`src/rtl/cpu_pkg.sv`:
```
// Shared CPU definitions: opcodes, control-sequencer states, instruction classes and ALU codes.
package cpu_pkg;

  localparam logic [4:0] OP_LD   = 5'b00000;
  localparam logic [4:0] OP_LDI  = 5'b00001;
  localparam logic [4:0] OP_ST   = 5'b00010;
  localparam logic [4:0] OP_ADD  = 5'b00011;
  localparam logic [4:0] OP_SUB  = 5'b00100;
  localparam logic [4:0] OP_AND  = 5'b00101;
  localparam logic [4:0] OP_OR   = 5'b00110;
  localparam logic [4:0] OP_ADDI = 5'b01100;
  localparam logic [4:0] OP_BR   = 5'b10010;
  localparam logic [4:0] OP_JAL  = 5'b10011;
  localparam logic [4:0] OP_JR   = 5'b10100;
  localparam logic [4:0] OP_IN   = 5'b10110;
  localparam logic [4:0] OP_OUT  = 5'b10111;
  localparam logic [4:0] OP_MFHI = 5'b11000;
  localparam logic [4:0] OP_MFLO = 5'b11001;
  localparam logic [4:0] OP_NOP  = 5'b11010;
  localparam logic [4:0] OP_HALT = 5'b11011;

  // ALU function codes are the datapath's; ADD is shared with address arithmetic.
  localparam logic [4:0] ALU_ADD = 5'b00011;
  localparam logic [4:0] ALU_SUB = 5'b00100;
  localparam logic [4:0] ALU_AND = 5'b00101;
  localparam logic [4:0] ALU_OR  = 5'b00110;

  typedef enum logic [3:0] {
    ST_RST  = 4'd0,
    ST_T0   = 4'd1,
    ST_T1   = 4'd2,
    ST_T2   = 4'd3,
    ST_T3   = 4'd4,
    ST_T4   = 4'd5,
    ST_T5   = 4'd6,
    ST_T6   = 4'd7,
    ST_T7   = 4'd8,
    ST_HALT = 4'd9
  } state_t;

  typedef enum logic [3:0] {
    CL_LD   = 4'd0,
    CL_LDI  = 4'd1,
    CL_ST   = 4'd2,
    CL_ALU  = 4'd3,
    CL_ADDI = 4'd4,
    CL_BR   = 4'd5,
    CL_JR   = 4'd6,
    CL_JAL  = 4'd7,
    CL_IN   = 4'd8,
    CL_OUT  = 4'd9,
    CL_MFHI = 4'd10,
    CL_MFLO = 4'd11,
    CL_NOP  = 4'd12,
    CL_HALT = 4'd13,
    CL_ILL  = 4'd14
  } iclass_t;

endpackage

```
`src/rtl/cs_decode.sv`:
```
// Opcode decode: instruction class and the final execute state of that class.
module cs_decode
  import cpu_pkg::*;
(
  input  logic [4:0] opcode,
  output iclass_t    iclass,
  output state_t     last_state
);

  // Classify the opcode and pick where its execute phase ends
  always_comb begin
    iclass     = CL_ILL;
    last_state = ST_T3;
    case (opcode)
      OP_LD:   begin iclass = CL_LD;   last_state = ST_T7; end
      OP_LDI:  begin iclass = CL_LDI;  last_state = ST_T5; end
      OP_ST:   begin iclass = CL_ST;   last_state = ST_T7; end
      OP_ADD, OP_SUB, OP_AND, OP_OR:
               begin iclass = CL_ALU;  last_state = ST_T5; end
      OP_ADDI: begin iclass = CL_ADDI; last_state = ST_T5; end
      OP_BR:   begin iclass = CL_BR;   last_state = ST_T6; end
      OP_JAL:  begin iclass = CL_JAL;  last_state = ST_T4; end
      OP_JR:   begin iclass = CL_JR;   last_state = ST_T3; end
      OP_IN:   begin iclass = CL_IN;   last_state = ST_T3; end
      OP_OUT:  begin iclass = CL_OUT;  last_state = ST_T3; end
      OP_MFHI: begin iclass = CL_MFHI; last_state = ST_T3; end
      OP_MFLO: begin iclass = CL_MFLO; last_state = ST_T3; end
      OP_NOP:  begin iclass = CL_NOP;  last_state = ST_T3; end
      OP_HALT: begin iclass = CL_HALT; last_state = ST_T3; end
      default: begin iclass = CL_ILL;  last_state = ST_T3; end
    endcase
  end

endmodule

```
`src/rtl/control_sequencer.sv`:
```
// Hardwired control unit: fetch T0-T2, per-class execute T3-T7, sticky HALT.
module control_sequencer
  import cpu_pkg::*;
#(
  parameter logic [4:0] ADD_OP = 5'b00011
) (
  input  logic        Clock,
  input  logic        Reset_n,
  input  logic [31:0] IR,
  input  logic        CON,
  input  logic        Stop,
  output logic        HIin, LOin, PCin, MDRin, Zin, Yin, MARin, IRin, CONin, OUTPORTin,
  output logic        HIout, LOout, ZHIout, ZLOout, PCout, MDRout, INPORTout, Cout,
  output logic        Gra, Grb, Grc, Rin, Rout, BAout,
  output logic        Read, Write, IncPC,
  output logic [4:0]  AluOp,
  output logic        Run,
  output logic        IllegalOp
);

  state_t     state_q, state_d;
  iclass_t    iclass;
  state_t     last_state;
  logic [4:0] opcode;
  logic       ir_unused;

  assign opcode    = IR[31:27];
  assign ir_unused = ^IR[26:0];

  cs_decode u_decode (
    .opcode     (opcode),
    .iclass     (iclass),
    .last_state (last_state)
  );

  // State register with synchronous active-low reset
  always_ff @(posedge Clock) begin
    if (!Reset_n) state_q <= ST_RST;
    else          state_q <= state_d;
  end

  // Next state: Stop only matters when leaving the final execute state
  always_comb begin
    state_d = state_q;
    case (state_q)
      ST_RST:  state_d = ST_T0;
      ST_T0:   state_d = ST_T1;
      ST_T1:   state_d = ST_T2;
      ST_T2:   state_d = ST_T3;
      ST_T3, ST_T4, ST_T5, ST_T6, ST_T7: begin
        if (state_q == last_state) begin
          if (iclass == CL_HALT || Stop) state_d = ST_HALT;
          else                           state_d = ST_T0;
        end else begin
          state_d = state_t'(state_q + 4'd1);
        end
      end
      ST_HALT: state_d = ST_HALT;
      default: state_d = ST_RST;
    endcase
  end

  // Moore output decode from state and instruction class
  always_comb begin
    {HIin, LOin, PCin, MDRin, Zin, Yin, MARin, IRin, CONin, OUTPORTin} = 10'd0;
    {HIout, LOout, ZHIout, ZLOout, PCout, MDRout, INPORTout, Cout}     = 8'd0;
    {Gra, Grb, Grc, Rin, Rout, BAout}                                  = 6'd0;
    {Read, Write, IncPC}                                               = 3'd0;
    AluOp     = 5'd0;
    IllegalOp = 1'b0;
    if (state_q == ST_RST || state_q == ST_HALT) Run = 1'b0;
    else                                         Run = 1'b1;
    case (state_q)
      ST_T0: begin PCout = 1'b1; MARin = 1'b1; end
      ST_T1: begin Read = 1'b1; MDRin = 1'b1; PCin = 1'b1; IncPC = 1'b1; end
      ST_T2: begin MDRout = 1'b1; IRin = 1'b1; end
      ST_T3: begin
        case (iclass)
          CL_LD, CL_LDI, CL_ST: begin Grb = 1'b1; BAout = 1'b1; Yin = 1'b1; end
          CL_ALU, CL_ADDI:      begin Grb = 1'b1; Rout = 1'b1; Yin = 1'b1; end
          CL_BR:   begin Gra = 1'b1; Rout = 1'b1; CONin = 1'b1; end
          CL_JR:   begin Gra = 1'b1; Rout = 1'b1; PCin = 1'b1; end
          CL_JAL:  begin PCout = 1'b1; Grb = 1'b1; Rin = 1'b1; end
          CL_IN:   begin INPORTout = 1'b1; Gra = 1'b1; Rin = 1'b1; end
          CL_OUT:  begin Gra = 1'b1; Rout = 1'b1; OUTPORTin = 1'b1; end
          CL_MFHI: begin HIout = 1'b1; Gra = 1'b1; Rin = 1'b1; end
          CL_MFLO: begin LOout = 1'b1; Gra = 1'b1; Rin = 1'b1; end
          CL_ILL:  IllegalOp = 1'b1;
          default: ;
        endcase
      end
      ST_T4: begin
        case (iclass)
          CL_LD, CL_LDI, CL_ST, CL_ADDI: begin Cout = 1'b1; Zin = 1'b1; AluOp = ADD_OP; end
          CL_ALU:  begin Grc = 1'b1; Rout = 1'b1; Zin = 1'b1; AluOp = opcode; end
          CL_BR:   begin PCout = 1'b1; Yin = 1'b1; end
          CL_JAL:  begin Gra = 1'b1; Rout = 1'b1; PCin = 1'b1; end
          default: ;
        endcase
      end
      ST_T5: begin
        case (iclass)
          CL_LD, CL_ST:             begin ZLOout = 1'b1; MARin = 1'b1; end
          CL_LDI, CL_ALU, CL_ADDI:  begin ZLOout = 1'b1; Gra = 1'b1; Rin = 1'b1; end
          CL_BR:   begin Cout = 1'b1; Zin = 1'b1; AluOp = ADD_OP; end
          default: ;
        endcase
      end
      ST_T6: begin
        case (iclass)
          CL_LD:   begin Read = 1'b1; MDRin = 1'b1; end
          CL_ST:   begin Gra = 1'b1; Rout = 1'b1; MDRin = 1'b1; end
          CL_BR: begin
            ZLOout = 1'b1;
            if (CON) PCin = 1'b1;
            else     PCin = 1'b0;
          end
          default: ;
        endcase
      end
      ST_T7: begin
        case (iclass)
          CL_LD:   begin MDRout = 1'b1; Gra = 1'b1; Rin = 1'b1; end
          CL_ST:   Write = 1'b1;
          default: ;
        endcase
      end
      default: ;
    endcase
  end

endmodule
```
`config.mk`:
```
export PLATFORM = sky130hd
export DESIGN_NAME = control_sequencer
export DESIGN_NICKNAME = d
export VERILOG_FILES = /design/src/rtl/cpu_pkg.sv /design/src/rtl/cs_decode.sv /design/src/rtl/control_sequencer.sv
export SDC_FILE = /design/constraint.sdc
export NUM_CORES = 1
export LEC_CHECK = 0
export ABC_CLOCK_PERIOD_IN_PS = 2600
export CAP_MARGIN = 10
export CORE_UTILIZATION = 35
export DETAILED_ROUTE_END_ITERATION = 10
export PLACE_DENSITY_LB_ADDON = 0.15
export SLEW_MARGIN = 15
export SYNTH_ARGS = -nofsm -noshare
export SYNTH_HDL_FRONTEND = slang
export SYNTH_SLANG_ARGS = --single-unit
```
`constraint.sdc`:
```
create_clock -name Clock -period 2.6 [get_ports Clock]
set_input_delay 0.65 -clock Clock [delete_from_list [all_inputs] [get_ports Clock]]
set_output_delay 0.65 -clock Clock [all_outputs]
set_load 0.05 [all_outputs]
```
[Word-level counts from Yosys, hierarchy flattened]
Memory sizes are Yosys's and may differ from the RTL's.
Index checks and enable logic that the tools add are counted.
Storage, ports and cells
  register bits after elaboration: 4
  latch bits: 0
  memory bits (writable): 0
  memory bits (read-only): 256
  input bits: 36
  output and inout port bits: 34
  word-level logic and storage cells: 96
  memories: 1
Operators by class
  $add $sub $neg: 1
  $mul: 0
  divide/modulo/power cells: 0
  order comparisons: 0
  eq/ne operators: 23
  shifts and indexed selects: 0
  muxes and demuxes: 55
  bitwise gates (word level): 0
  reductions and logical operators: 15
Memory list
  (name not given): words 32, width 8, read ports 1, clocked after memory_dff 0, write ports 0, line cs_decode.sv:14  | case (opcode)
Operators with widths (number)
  two-way mux 1 bit: 36
  equality test 4 x 3 -> 1 bit (second input constant): 8
  equality test 4 bit (second input constant): 8
  one-hot mux 4 bit (6 select lines): 1
  one-hot mux 5 bit (2 select lines): 2
  equality test 4 x 2 -> 1 bit (second input constant): 4
  one-hot mux 1 bit (2 select lines): 8
  OR reduction 5 bit: 3
  OR reduction 6 bit: 2
  one-hot mux 1 bit (3 select lines): 3
  equality test 4 x 1 -> 1 bit (second input constant): 2
  zero test 4 bit: 2
  two-way mux 4 bit: 2
  OR reduction 4 bit: 2
  OR reduction 3 bit: 2
  one-hot mux 1 bit (5 select lines): 1
  adder 4 x 1 -> 4 bit (second input constant): 1
  equality test 4 bit: 1
  one-hot mux 1 bit (4 select lines): 1
  OR reduction 2 bit: 2
  logical OR 1 bit: 2
  two-way mux 2 bit: 1

[Depth between registers and ports, before layout]
Gate-level depths: netlist of the first run.
An unclocked memory read counts as a cell.
  depth in word-level cells: 6
  gate-level depth with buffers: 8
  mapped depth without buffers: 7

[By module]
Synthesis of the first run repeated with hierarchy kept, for this count alone.
Second synthesis, totals
  cells, all modules: 180
  area total of the unflattened synthesis: 1179.9 um^2
By module, submodules not included
  control_sequencer: instances 1, cells an instance 148, area an instance 968.4 um^2, sequential area each 80.1 um^2
  cs_decode: instances 1, cells an instance 32, area an instance 211.5 um^2, sequential area each 0.0 um^2

[Worst setup path after synthesis of the first run]
No wires, ideal clock.
  kind: in2out
  start point: in IR[28]
  end point: out AluOp[2]
  arrival: 2.905 ns
  required time: 1.950 ns
  path slack: -0.955 ns
  cell stages on the path: 5
  buffers on the path: 1
  cells stage by stage: buf_2 -> nand2_1 -> or2_2 -> a2111oi_2 -> and2_1
Between the ends
  longest elaborated chain between the ends: 5
  elaborated cells on any way between the ends: 9
  classes of those cells: 4 x eq/ne; 2 x mux; 2 x reduce/logical; 1 x memory
Ends and longest elaborated chain
  start, declared: line control_sequencer.sv:9  | input logic [31:0] IR,
  memory read (32 x 8 bit) (*)
  equality test 4 x 2 -> 1 bit (tied with other cells): line control_sequencer.sv:93  | case (iclass)
  OR reduction 4 bit
  one-hot mux 5 bit (2 select lines) (*): line control_sequencer.sv:93
  one-hot mux 5 bit (2 select lines) (*): line control_sequencer.sv:73  | case (state_q)
  end, declared: line control_sequencer.sv:16  | output logic [4:0] AluOp,
Every way passes the cells marked *; elsewhere a longest branch is shown, timed or not.

[Worst setup path in the final report of the first run]
  start point: in IR[31]
  end point: out Gra
Between the ends
  longest elaborated chain between the ends: 5
  elaborated cells on any way between the ends: 21
  classes of those cells: 11 x eq/ne; 6 x mux; 3 x reduce/logical; 1 x memory
Ends and longest elaborated chain
  memory read (32 x 8 bit) (*)
  equality test 4 x 3 -> 1 bit (tied with other cells): line control_sequencer.sv:78  | case (iclass)
  OR reduction 6 bit (no source line) or OR reduction 3 bit (tied branches)
  two-way mux 1 bit (on tied branches): line control_sequencer.sv:78, control_sequencer.sv:102
  one-hot mux 1 bit (5 select lines) (*): line control_sequencer.sv:73
  end, declared: line control_sequencer.sv:14  | output logic Gra, Grb, Grc, Rin, Rout, BAout,
Marks and branches as above.

==> results of run 1 <==
## synth_stat cells, types with 2 or more instances
cell type and number:
nor3b_1 4, inv_1 8, and2_1 2, nand3_1 6, nand2b_1 2, nand3b_1 2, o21ai_0 9, a21o_1 4
buf_4 5, or2_1 2, or3_1 2, o22ai_1 5, o211ai_1 2, mux2i_1 3, buf_2 10, or4b_1 2
nor3_1 4, nand4_1 2, a21oi_1 16, buf_6 2, nor2b_1 6, clkbuf_1 4, or2_2 4, o21bai_1 2
nand2_1 19, nor2_1 15, nor4_1 2, dfxtp_1 4, xnor2_1 2, ha_1 4
## layout make-up
| type | instances | area [sq um] |
|---|---|---|
| tap | 46 | 57.56 |
| fill | 136 | 284.0 |
| timing repair buffer | 132 | 1509 |
| sequential | 4 | 80.08 |
| clock buffer | 3 | 22.52 |
| inverter | 8 | 30.03 |
| multi-input combinational | 153 | 1354 |
## cell families (layout without fill, tap and decap cells)
kind of cell    Yosys count  in the layout  synth area share (%)
other cells               1              5                0.3083
fa+ha+maj                 4              4                 4.115
xor+xnor                  4              4                 3.499
compound gates           57             57                 32.72
flops                     4              4                 6.585
mux                       4              4                 3.703
buf+inv                  30            143                 13.07
simple gates             79             79                 36.01
## worst min-delay path by stage
stage	from	end	slack (ps)	cells after the start
2_1_floorplan	state_q[2]	state_q[3]	620	3
3_3_place_gp	state_q[0]	state_q[0]	780	3
3_5_place_dp	state_q[2]	state_q[1]	790	4
4_1_cts	state_q[2]	state_q[1]	810	4
5_1_grt	state_q[0]	state_q[0]	880	3
6_report	state_q[0]	state_q[0]	840	3
## worst max-delay path, delay by kind of cell
kind	cells	cell delay, ps
AO/OA/AOI/OAI	3	370
buffers and inverters	3	410
multiplexers	1	190
AND/OR/NAND/NOR	1	560
## power breakdown
part	internal (mW)	leakage (nW)	switching (mW)
sequential	0.0754	0.0326	0.0132
clock	0.0514	0.0138	0.0228
combinational	0.483	1.24	0.596
## routing by layer
| metal | routed length [um] | vias to the layer above | share of wire [%] | track usage, % |
|---|---|---|---|---|
| met2 | 3718 | 119 | 52 | 58.71 |
| met1 | 2799 | 992 | 39 | 38.98 |
| met5 | 0 | - | 0 | 0 |
| met3 | 364 | 36 | 5.1 | 3.625 |
| met4 | 312 | 0 | 4.3 | 17.53 |
| li1 | - | 896 | - | - |
## placed cells by master (no fill, tap or decap), drive strengths merged, types with 3 or more instances in the layout
| cell | netlist | routed |
|---|---|---|
| clkdlybuf4s50 | 0 | 3 |
| or2 | 6 | 6 |
| inv | 8 | 8 |
| conb | 1 | 5 |
| xnor2 | 3 | 3 |
| a21o | 4 | 4 |
| nor2b | 6 | 6 |
| ha | 4 | 4 |
| o22ai | 5 | 5 |
| o211ai | 3 | 3 |
| nor3b | 4 | 4 |
| a21oi | 16 | 16 |
| buf | 18 | 129 |
| nor2 | 15 | 15 |
| mux2i | 3 | 3 |
| nor4 | 3 | 3 |
| nand3 | 6 | 6 |
| clkbuf | 4 | 3 |
| nor3 | 4 | 4 |
| o21ai | 10 | 10 |
| dfxtp | 4 | 4 |
| nand2 | 19 | 19 |
## stage by stage
stage,utilization (%),std cells
after floorplan,-,187
after global routing,91.49,346
after CTS,85.98,338
after detailed placement,72.55,314
final,91.49,346
after global placement,72.55,314
## what timing repair did
| action | CTS | global route |
|---|---|---|
| buffers inserted | 22 | 8 |
| pin swaps | 29 | 21 |
| cloned | 1 | 0 |
| setup endpoints to repair | 29 | 23 |
| resized for setup | 90 | 28 |
==> results.txt, run 1 <==
The post-cts hold buffer count was 0; the count of routing violations after the opening detailed-route iteration was 187. The worst max-slew margin expressed relative to the limit came out at 60.78%. The tools report the synthesized cell area as 1216 sq um. In this run the static leakage power is 1.282 nW. For the pin with the worst max-slew slack, the measured transition is 583.3 ps. Setup repair after global routing could not meet its margin everywhere. Total die area: 3714 sq um.

For this block, the routed nets add up to 7.195 mm of wire. Walking the worst path, the cells encountered are buf_8 -> buf_4 -> mux2i_4 -> o21ai_2 -> a2bb2oi_2 -> o41ai_2 -> or4b_4 -> buf_8. The post-route cell area came out at 3053 sq um. The tools report the final HPWL from detailed placement as 3.970 mm. 70 I/O pins were placed. The data required time at the worst endpoint was 1950 ps; the final weighted congestion in routability-driven placement was 0.9193. The tools report the number of placement rows as 21.

The tools report the max-cap check violation count as 0. The initial antenna violation count was 0; the flip-flop count of the largest register, all copies and words added was 4. The number of setup violations in the final report was 17; the number of remaining DRC errors was 0. Each instance of the synthesized netlist takes up on average 6.646 sq um. Floorplan die height: 60.95 um. The critical path is of the in -> out type. The first global-routing pass estimated 9.114 mm of wire. Routed wire length per instance: 20.79 um. 0 antenna diodes ended up in the layout. The power density over the cells is 406.6 nW/um^2. The share of synthesized registers carrying an async set or reset works out to 0%. The logic depth of the worst register-to-register path came out at 8. The tools report the number of hold-slack violations in the final timing report as 0. The total CTS buffers is 3. TritonCTS built the clock tree. The width of the die is 60.95 um, and the post-synthesis sequential area ratio is 6.584%. The cell with the largest stage delay on the worst path was or4b_4.

For this run, the post-layout net count is 342. In this run, synthesis produced a sequential element count of 4. Cells with a size suffix above 1 make up 64.33% of the layout. The type of the tightest min-delay check is reg -> reg. Final hold analysis gives a worst-case slack of 840.9 ps. For this block, the via count after detailed routing is 2043. Dividing the detail-routed via count by the number of cells gives 5.905. Detailed-router iteration count before antenna repair: 4. The register bank with the most flops is state_q. Counting I/O delays and the setup requirement, the final critical path takes 2836 ps. The pin count of the biggest net entering global routing is 13. By area the synthesized netlist is led by a21oi_1 6.6%, dfxtp_1 6.6%, nand2_1 5.9%, nor2_1 4.6%, buf_2 4.1%. The run gives 1 as the number of levels the H-tree was split into. The critical path capture point type was a primary output. For this configuration, the core starts out at a cell density of 36.45%. The Yosys step of the flow raised 0 warnings.

The worst register-to-register path has a setup slack of 410 ps. In this run the critical register-to-register path is launched from state_q[0]. The post-place setup slack is -773.8 ps, and the total clock sinks is 4. After synthesis, the largest area contributor takes up 6.584% of total cell area. The maximum achievable frequency was 0.3527 GHz; the clock latency of the later-clocked register in the worst-skew pair was 230 ps. Synthesis produced 183 cells. In this run the worst path has a maximum fanout of 4. The setup TNS was -1920 ps.

Clock-pin slew was measured on the worst setup and hold paths at 30 ps. Number of global-route vias before repair: 1934. The endpoint identified for the worst register-to-register timing path is state_q[3]. The distinct cell type count of the synthesized netlist is 59, and the post-synthesis to final-layout area growth is 151.0%. The remaining number of nets flagged by the antenna check after routing is 0.

The tools report the overall fraction of global-route tracks in use as 33.10%. The core box area is 3337 sq um, and the peak per-stage delay on the critical path is 560 ps. The final reports fail on negative setup slack. The flow ran to the end, but the final reports show violations.

The port buffer count is 37. For the worst clock skew, the log shows 3.448 ps. In the final layout, the registers with the most flip-flops are state_q x4.

In this run the worst setup path begins at IR[31]. The maximum ir drop on the vdd rail is 0.0006640 V. The number of enable flip-flop cells after synthesis is 0. Cell type with the highest occurrence count on the critical path: buf_8. For the final setup slack of the worst path, the log shows -235.7 ps. Cell accounting for the most synthesized area: a21oi_1.

For the worst setup path, the data arrival time is 2190 ps. For this run, the leading register cell type out of synthesis is dfxtp_1. The tools report the clock root buffer as clkbuf_4. The longest clock path from root to sink contains 2 buffers.

The number of pins with negative max-slew slack in the final report came out at 0. In this run the cell area measured after placement is 2421 sq um. The startpoint type of the worst setup path is an input port. Overall power consumption after layout is estimated at 1.241 mW. The most critical setup path has its endpoint at Gra.

The overall overflow remaining after global route was 0; the final worst-path cycle share was 109.1%.
Note: power is estimated with default switching activity, not from simulation.
==> run 2: changes to the inputs <==
--- a/config.mk
+++ b/config.mk
@@ -6,10 +6,12 @@
 export NUM_CORES = 1
 export LEC_CHECK = 0
 export ABC_CLOCK_PERIOD_IN_PS = 2600
-export CAP_MARGIN = 10
+export CAP_MARGIN = 25
 export CORE_UTILIZATION = 35
 export DETAILED_ROUTE_END_ITERATION = 10
+export GPL_TIMING_DRIVEN = 0
 export PLACE_DENSITY_LB_ADDON = 0.15
+export SKIP_CTS_REPAIR_TIMING = 1
 export SLEW_MARGIN = 15
 export SYNTH_ARGS = -nofsm -noshare
 export SYNTH_HDL_FRONTEND = slang
==> run 2 against run 1 <==
Net effect:
- the flow still finishes with violations (negative setup slack)
- sequential power is 20% higher
- wire length is 37% lower
- clock skew is 3.0 ps lower
- via count is 22% lower
- die area stayed put
- flip-flop and latch count stayed put
- critical path type unchanged
- critical endpoint unchanged
==> results.txt, run 2 (synthesis results as in run 1) <==
In the final layout, the registers with the most flip-flops are state_q x4. Total CTS buffers: 3 (unchanged). The flip-flop count of the largest register, all copies and words added was 4 (unchanged). Final HPWL from detailed placement: 3.096 mm (-22%). The transition time of the tightest slew-check pin is 590.6 ps (+7.372 ps), and the total design power is 940.9 uW (-24%). Routed wire length per instance: 16.30 um (-22%).

In the layout the commonest cells are 18 x buf_4, 13 x nand2_1, 12 x nor2_1, 11 x buf_6, 11 x a21oi_1. The run finished, with violations left. The category of the critical setup timing path was in -> out. The number of levels the H-tree was split into came out at 1 (unchanged). The signal on the critical path passes through buf_12 -> buf_8 -> or3_4 -> a21oi_4 -> nor4_4 -> or4b_4 -> buf_8. Number of global-route vias before repair: 1362 (-30%). The critical-path maximum fanout is 8 (+4). The peak per-stage delay on the critical path works out to 540 ps (-20 ps). The max-cap check violation count was 0 (unchanged); the setup TNS was -612.6 ps (+1307 ps). The min-delay analysis places its worst path in the category reg -> reg. The number of hold-slack violations in the final timing report is 0 (unchanged), and the final critical delay including setup and external delays is 2882 ps (+46.61 ps). Detailed-router iteration count before antenna repair: 4 (unchanged).

The cell count after placement was 267 (-15%); the proportion of total power due to net switching was 55.65% (+4.7 points). The data required time at the worst endpoint is 1950 ps (about the same), and the width of the die is 60.95 um (unchanged). The most critical setup path has its startpoint at IR[30]. The pin count of the biggest net entering global routing is 11 (-2). The logs give 4.564 mm (-37%) for the wire length after detailed routing and 1598 (-22%) for the total number of vias. The overall overflow remaining after global route was 0 (unchanged); the via count normalized by instance count was 5.707 (-3.3%). The initial antenna violation count is 0 (unchanged), and the remaining number of nets flagged by the antenna check after routing is 0 (unchanged). The worst setup path is launched from an input port.

Count of fill cells added during filler insertion: 315 (+130%). The critical path capture point type was a primary output. The number of pins with negative max-slew slack in the final report is 0 (unchanged). The CTS clock-pin slew for the worst setup and hold paths was 40 ps (about the same). The final worst-path cycle share was 110.9% (+1.8 points). The top-level I/O count is 70 (unchanged), and the sequential fraction of design power is 11.3% (+4.2 points). For the number of setup violations in the final report, the log shows 6 (-11). The run gives 2230 ps (+40 ps) as the data arrival time of the critical path. Setup repair after global routing could not meet its margin everywhere. The final setup slack of the worst path came out at -282.3 ps (-46.61 ps). The logs give 0 (unchanged) for the number of remaining DRC errors and 3337 sq um (unchanged) for the core box area. For this design, the slowest cell found on the critical path is or4b_4. The run gives 417.3 uW (-32%) as the total internal power.

CTS placed an instance of clkbuf_4 at the clock tree root. The share of the core filled with cells in the final layout was 64.68% (-27 points). The post-synthesis to final-layout area growth is 77.47%. The final weighted congestion in routability-driven placement is 0.9474 (+3.1%).

The number of antenna cells inserted came out at 0 (unchanged). The final non-filler cell total was 280 (-19%); the proportion of layout cells with a drive suffix above 1 was 50.00% (-14 points). In this run the most critical hold path is launched from state_q[2]. The floorplan die height is 60.95 um (unchanged). The startpoint identified for the worst register-to-register timing path is state_q[1]. The maximum achievable frequency was 0.3469 GHz (-1.6%); the number of placement rows was 21 (unchanged).

The cell type with the highest occurrence count on the critical path is buf_8. The worst path buffer plus inverter count works out to 3 (unchanged). Ranked by flip-flop count, first place goes to state_q.

The port buffer count is 34 (-8.1%). Total clock sinks: 4 (unchanged). The checks that failed: negative setup slack. The post-place setup slack is -1352 ps (-578.1 ps).

The library cell used most frequently in the layout, excluding fill and tap cells, is buf_4. The tools report the wire length of the first global-routing pass as 6.168 mm (-32%). The logs give 7.9% (+1.9 points) for the clock network power share and 0.9421 nW (-26%) for the leakage power summed over all cells.

The power density over the cells was 435.9 nW/um^2 (+7.2%); the maximum ir drop on the vdd rail was 0.0005906 V (-11%). The part of the total power dissipated in combinational logic is 80.8% (-6.1 points). TritonCTS built the clock tree.

The worst max-slew margin expressed relative to the limit is 60.29% (-0.50 points). Maximum number of buffers from clock root to sink: 2 (unchanged). The run gives 0.4166 ps (-3.031 ps) as the worst clock skew. Kind of cell with the highest combined delay on the critical path: simple AND/OR/NAND/NOR gates. The count of routing violations after the opening detailed-route iteration came out at 120 (-36%). For the switching power total, the log shows 523.6 uW (-17%). Initial core utilization: 36.45% (unchanged).

Total die area: 3714 sq um (unchanged). The logs give 276 (-19%) for the number of nets in the layout and 230 ps (about the same) for the clock latency of the later-clocked register in the worst-skew pair. The overall fraction of global-route tracks in use came out at 21.91% (-11 points).
run 2: cell count changes in the layout (fill, tap and decap cells not counted), sizes merged:
cell | previous run | this run
inv | 8 | 7
buf | 129 | 42
clkbuf | 3 | 18
dlymetal6s2s | 0 | 6
clkinvlp | 0 | 1
run 2: cell type report:
| cell class | instances | area [sq um] | area share [%] |
|---|---|---|---|
| Timing Repair Buffer | 46 | 462.9 | 21.45 |
| Buffer | 20 | 205.2 | 9.507 |
| Inverter | 8 | 33.78 | 1.565 |
| Clock buffer | 3 | 22.52 | 1.043 |
| Tap cell | 46 | 57.56 | 2.667 |
| Sequential cell | 4 | 83.83 | 3.884 |
| Multi-Input combinational cell | 153 | 1292 | 59.88 |
run 2: power by group through the flow:
stage | clock [mW] | combinational [mW] | sequential (mW)
6_report | 0.0746 | 0.760 | 0.106
2_1_floorplan | 0 | 0.508 | 0.0979
4_1_cts | 0.0780 | 0.687 | 0.103
3_5_place_dp | 0 | 0.683 | 0.104
5_1_grt | 0.0822 | 0.799 | 0.110
3_3_place_gp | 0 | 0.670 | 0.103
run 2: path summary, 6_finish.rpt:
kind | endpoint | slack (ps) | cells past startpoint
max | Gra | -280 | 7
min | state_q[3] | 700 | 3
max reg2reg | state_q[3] | 560 | 7
min reg2reg | state_q[3] | 700 | 3
run 2: layer usage:
layer | vias up | global-route usage, % | part of all wire (%)
met1 | 773 | 28.06 | 41
met2 | 56 | 39.25 | 54
met4 | 0 | 5.844 | 1.9
met3 | 8 | 1.919 | 3.4
li1 | 761 | - | -
met5 | - | 0 | 0
run 2: worst reg2reg max path: cells and delay by family (launching register included):
| family | cells | cell delay [ps] |
|---|---|---|
| AND/OR/NAND/NOR | 4 | 800 |
| AO/OA/AOI/OAI | 1 | 380 |
| adder cells (fa/ha/maj) | 1 | 240 |
| flip-flops | 1 | 410 |
| buffers and inverters | 1 | 90 |
run 2: metrics by stage:
stage | hold WS (ps) | cell area, sq um
3_3_place_gp | 700.3 | 1807
6_report | 703.1 | 2158
4_1_cts | 720.7 | 1829
3_5_place_dp | 715.8 | 1807
5_1_grt | 752.6 | 2158
2_1_floorplan | 623.5 | 1409
==> RTL change 1, RTL diff (config.mk and constraints of run 1) <==
Register the output `IllegalOp`; this adds one clock of latency there. The other outputs are not delayed to match.
--- a/src/rtl/control_sequencer.sv
+++ b/src/rtl/control_sequencer.sv
@@ -17,6 +17,8 @@
   output logic        Run,
   output logic        IllegalOp
 );
+
+  logic IllegalOp_d;
 
   state_t     state_q, state_d;
   iclass_t    iclass;
@@ -67,7 +69,7 @@
     {Gra, Grb, Grc, Rin, Rout, BAout}                                  = 6'd0;
     {Read, Write, IncPC}                                               = 3'd0;
     AluOp     = 5'd0;
-    IllegalOp = 1'b0;
+    IllegalOp_d = 1'b0;
     if (state_q == ST_RST || state_q == ST_HALT) Run = 1'b0;
     else                                         Run = 1'b1;
     case (state_q)
@@ -85,7 +87,7 @@
           CL_OUT:  begin Gra = 1'b1; Rout = 1'b1; OUTPORTin = 1'b1; end
           CL_MFHI: begin HIout = 1'b1; Gra = 1'b1; Rin = 1'b1; end
           CL_MFLO: begin LOout = 1'b1; Gra = 1'b1; Rin = 1'b1; end
-          CL_ILL:  IllegalOp = 1'b1;
+          CL_ILL:  IllegalOp_d = 1'b1;
           default: ;
         endcase
       end
@@ -129,4 +131,8 @@
     endcase
   end
 
+  always_ff @(posedge Clock) begin
+    IllegalOp <= IllegalOp_d;
+  end
+
 endmodule
Behaviour: not the same (a bounded check fails within 10 cycles, from zero or initial values and one cycle with Reset_n low).
==> RTL change 1 against run 1 <==
- the run now fails in global routing
- synthesized area grew 4.6%
- synthesized cell count grew 1.6%
==> RTL change 1: results (changes against run 1) <==
| Metric | Value |
|---|---|
| Clock Root Buffer | `clkbuf_4` |
| Fraction of registers with async set/reset | `0% (unchanged)` |
| Number of H-tree levels | `1 (unchanged)` |
| Run status | `aborted with a tool error` |
| GP Congestion | `0.959 (+4.3%)` |
| Worst_ep grt | `Rout` |
| Largest cells by area after synthesis | `dfxtp_1 (7.9%), nor2_1 (5.6%), o21ai_0 (5.5%)` |
| Dpl cell area | `2440 um2 (+0.67%)` |
| Yosys cell types | `61 (+3.4%)` |
| Worst slack at placement | `-817 ps (-43.0 ps)` |
| Register area share after synthesis | `7.87% (+1.3 points)` |
| Last stage | `global routing` |
| Synthesis Warnings | `0 (unchanged)` |
| Tool error | `[ERROR GRT-0232] Routing congestion too high. Check the congestion heatmap in the GUI.` |
| WEP type | `output port` |
| Clk sinks | `5 (+1)` |
| CTS Buf Count | `3 (unchanged)` |
| Port Buf Inserts | `37 (unchanged)` |
| Synth Cell Area | `1270 um2 (+4.6%)` |
| Clk buf depth | `2 (unchanged)` |
| Grt ovf | `158` |
| Most instantiated cells after synthesis | `nor2_1 (19), o21ai_0 (14), inv_1 (12)` |
| Largest net degree at the start of global routing | `11` |
| Most used DFF post-synth | `dfxtp_1` |
| Final HPWL DP | `4.08 mm (+2.8%)` |
| Cts hold-fix bufs | `0 (unchanged)` |
| GRT Total Usage | `77.9%` |
## RTL change 1: layer usage
metal	track usage, %	overflow
met5	6.94	0
met4	106	78
met3	41.5	0
met2	103	80
met1	74.7	0
## RTL change 1: logic make-up after synthesis
group | count (synthesis) | share of synthesized area (%)
compound gates | 64 | 35.1
xor+xnor | 5 | 3.44
fa+ha+maj | 4 | 3.93
buf+inv | 29 | 11.7
flops | 5 | 7.87
mux | 6 | 4.92
other cells | 1 | 0.295
simple gates | 72 | 32.7
## RTL change 1: through the flow
stage / instances / hold slack, ps
after floorplan: 190 / 601
after global placement: 320 / 639
after detailed placement: 320 / 673
after CTS: 360 / 700
## RTL change 1: timing repair
item	in CTS
setup buffers	35
gates resized for setup	113
gates cloned	2
setup endpoints to repair	27
pin swaps	18
==> RTL change 2, RTL diff (flow settings as in run 1) <==
Without the edit above. Register the inputs `IR`, `CON` and `Stop` before use, cleared by the reset. The logic sees them one clock later.
--- a/src/rtl/control_sequencer.sv
+++ b/src/rtl/control_sequencer.sv
@@ -18,14 +18,30 @@
   output logic        IllegalOp
 );
 
+  logic [31:0] IR_q;
+  logic CON_q;
+  logic Stop_q;
+
+  always_ff @(posedge Clock) begin
+    if (!Reset_n) begin
+      IR_q   <= '0;
+      CON_q  <= '0;
+      Stop_q <= '0;
+    end else begin
+      IR_q   <= IR;
+      CON_q  <= CON;
+      Stop_q <= Stop;
+    end
+  end
+
   state_t     state_q, state_d;
   iclass_t    iclass;
   state_t     last_state;
   logic [4:0] opcode;
   logic       ir_unused;
 
-  assign opcode    = IR[31:27];
-  assign ir_unused = ^IR[26:0];
+  assign opcode    = IR_q[31:27];
+  assign ir_unused = ^IR_q[26:0];
 
   cs_decode u_decode (
     .opcode     (opcode),
@@ -49,7 +65,7 @@
       ST_T2:   state_d = ST_T3;
       ST_T3, ST_T4, ST_T5, ST_T6, ST_T7: begin
         if (state_q == last_state) begin
-          if (iclass == CL_HALT || Stop) state_d = ST_HALT;
+          if (iclass == CL_HALT || Stop_q) state_d = ST_HALT;
           else                           state_d = ST_T0;
         end else begin
           state_d = state_t'(state_q + 4'd1);
@@ -112,7 +128,7 @@
           CL_ST:   begin Gra = 1'b1; Rout = 1'b1; MDRin = 1'b1; end
           CL_BR: begin
             ZLOout = 1'b1;
-            if (CON) PCin = 1'b1;
+            if (CON_q) PCin = 1'b1;
             else     PCin = 1'b0;
           end
           default: ;
Formal check against the unedited RTL: not equivalent (a bounded check fails within 10 cycles, from zero or initial values and one cycle with Reset_n low).
==> RTL change 2 against run 1 <==
- fmax rose by 13%
- cell area shrank 19%
- sequential share of layout area is 13 points higher
- sequential cell count increased by 15
- wire length down 42%
- combinational power down 6%
- critical path type is now reg -> out
- total power grew 29%
- synthesized area increased by 30%
- setup slack better by 330 ps
==> RTL change 2: results (changes against run 1) <==
| Metric | Value |
|---|---|
| Largest Register | `IR_q` |
| Post-Synth XOR/XNOR Area | `3.89% (+0.39 points)` |
| Mapped Cells | `214 (+17%)` |
| Clock Root Buffer | `clkbuf_8` |
| Reg2reg setup slack | `800 ps (+390 ps)` |
| Leakage Power | `1.01 nW (-21%)` |
| Synth Area in Compound Gates | `21.7% (-11 points)` |
| Met2 usage | `27.6% (-31 points)` |
| Final Net Count | `294 (-14%)` |
| Global-route wire length before repair | `7.06 mm (-23%)` |
| Adder-cell share of the synthesized area | `3.81% (-0.31 points)` |
| Wire length on met1 | `2.05 mm (-27%)` |
| Critical Path Start | `state_q[1]` |
| End point of the critical path | `AluOp[1]` |
| Multiplexer area fraction after synthesis | `0.635% (-3.1 points)` |
| Reg clk slew, reported paths | `70 ps (+40 ps)` |
| Largest net degree at the start of global routing | `15 (+2)` |
| DR iter-0 viols | `115 (-39%)` |
| Largest cells by area after synthesis | `dfxtp_1 (24%), a21oi_1 (4.8%), nor2_1 (4.8%)` |
| Clk_skew | `0.854 ps (-2.59 ps)` |
| Number of endpoints failing setup at the final stage | `0 (-17)` |
| Post-CTS Setup Bufs | `0 (-100%)` |
| Met2 wire len | `1.89 mm (-49%)` |
| Run status | `complete, no violations` |
| Met3 usage in global routing | `1.90% (-1.7 points)` |
| Dpl cells | `300 (-4.5%)` |
| # resized after CTS | `6 (-93%)` |
| Yosys cell types | `55 (-6.8%)` |
| Met1 usage | `24.1% (-15 points)` |
| Drt via density | `5.35 (-9.3%)` |
| Port Buf Inserts | `39 (+5.4%)` |
| CP Data Arrival Time | `1860 ps (-330 ps)` |
| WL/cell | `13.6 um (-34%)` |
[RTL change 2: changes by cell type in the layout (fill, tap and decap cells not counted), moves of 5 or more]
| cell | run 1 | this run |
|---|---|---|
| nor2_1 | 10 | 19 |
| buf_6 | 14 | 0 |
| dfxtp_1 | 4 | 14 |
| buf_8 | 10 | 0 |
| nand2b_1 | 2 | 8 |
| and2_1 | 0 | 8 |
| buf_4 | 75 | 18 |
| clkdlybuf4s50_1 | 3 | 8 |
| nor3_1 | 1 | 6 |
[RTL change 2: worst max-delay path, cell delays in order, from the launching register on]
cell and delay [ps]:
dfxtp_2 350, inv_1 120, ha_4 180, nand3b_1 200, mux2i_1 220, a31oi_2 160, a21oi_2 190, buf_12 160
[RTL change 2: final cells by class]
type,instances,area [um2]
clock buffer,3,41.3
sequential,19,389
clock inverter,1,7.51
tap,52,65.1
multi-input combinational,165,1130
timing repair buffer,55,796
inverter,10,37.5
fill,384,1880
[RTL change 2: stage by stage]
stage	worst slack [ps]	hold slack, ps	util, %	instance area, um2
2_1_floorplan	-18.7	559	-	1630
3_3_place_gp	234	583	54.3	2360
3_5_place_dp	218	593	54.3	2360
4_1_cts	5.72	614	55.8	2430
5_1_grt	2.07	645	56.8	2470
6_report	92.4	618	56.8	2470
[RTL change 2: where the power goes]
part	leakage (nW)	internal (mW)	total [mW]	switching, mW
Sequential	0.160	0.325	0.374	0.0486
Combinational	0.827	0.444	1.02	0.575
Clock	0.0217	0.108	0.213	0.105
[RTL change 2: logic make-up (layout without fill, tap and decap cells)]
| kind of cell | Yosys count | count (layout) |
|---|---|---|
| fa+ha+maj | 5 | 5 |
| flops | 19 | 19 |
| compound gates | 49 | 49 |
| mux | 1 | 1 |
| buf+inv | 32 | 69 |
| other cells | 1 | 3 |
| xor+xnor | 7 | 7 |
| simple gates | 100 | 100 |
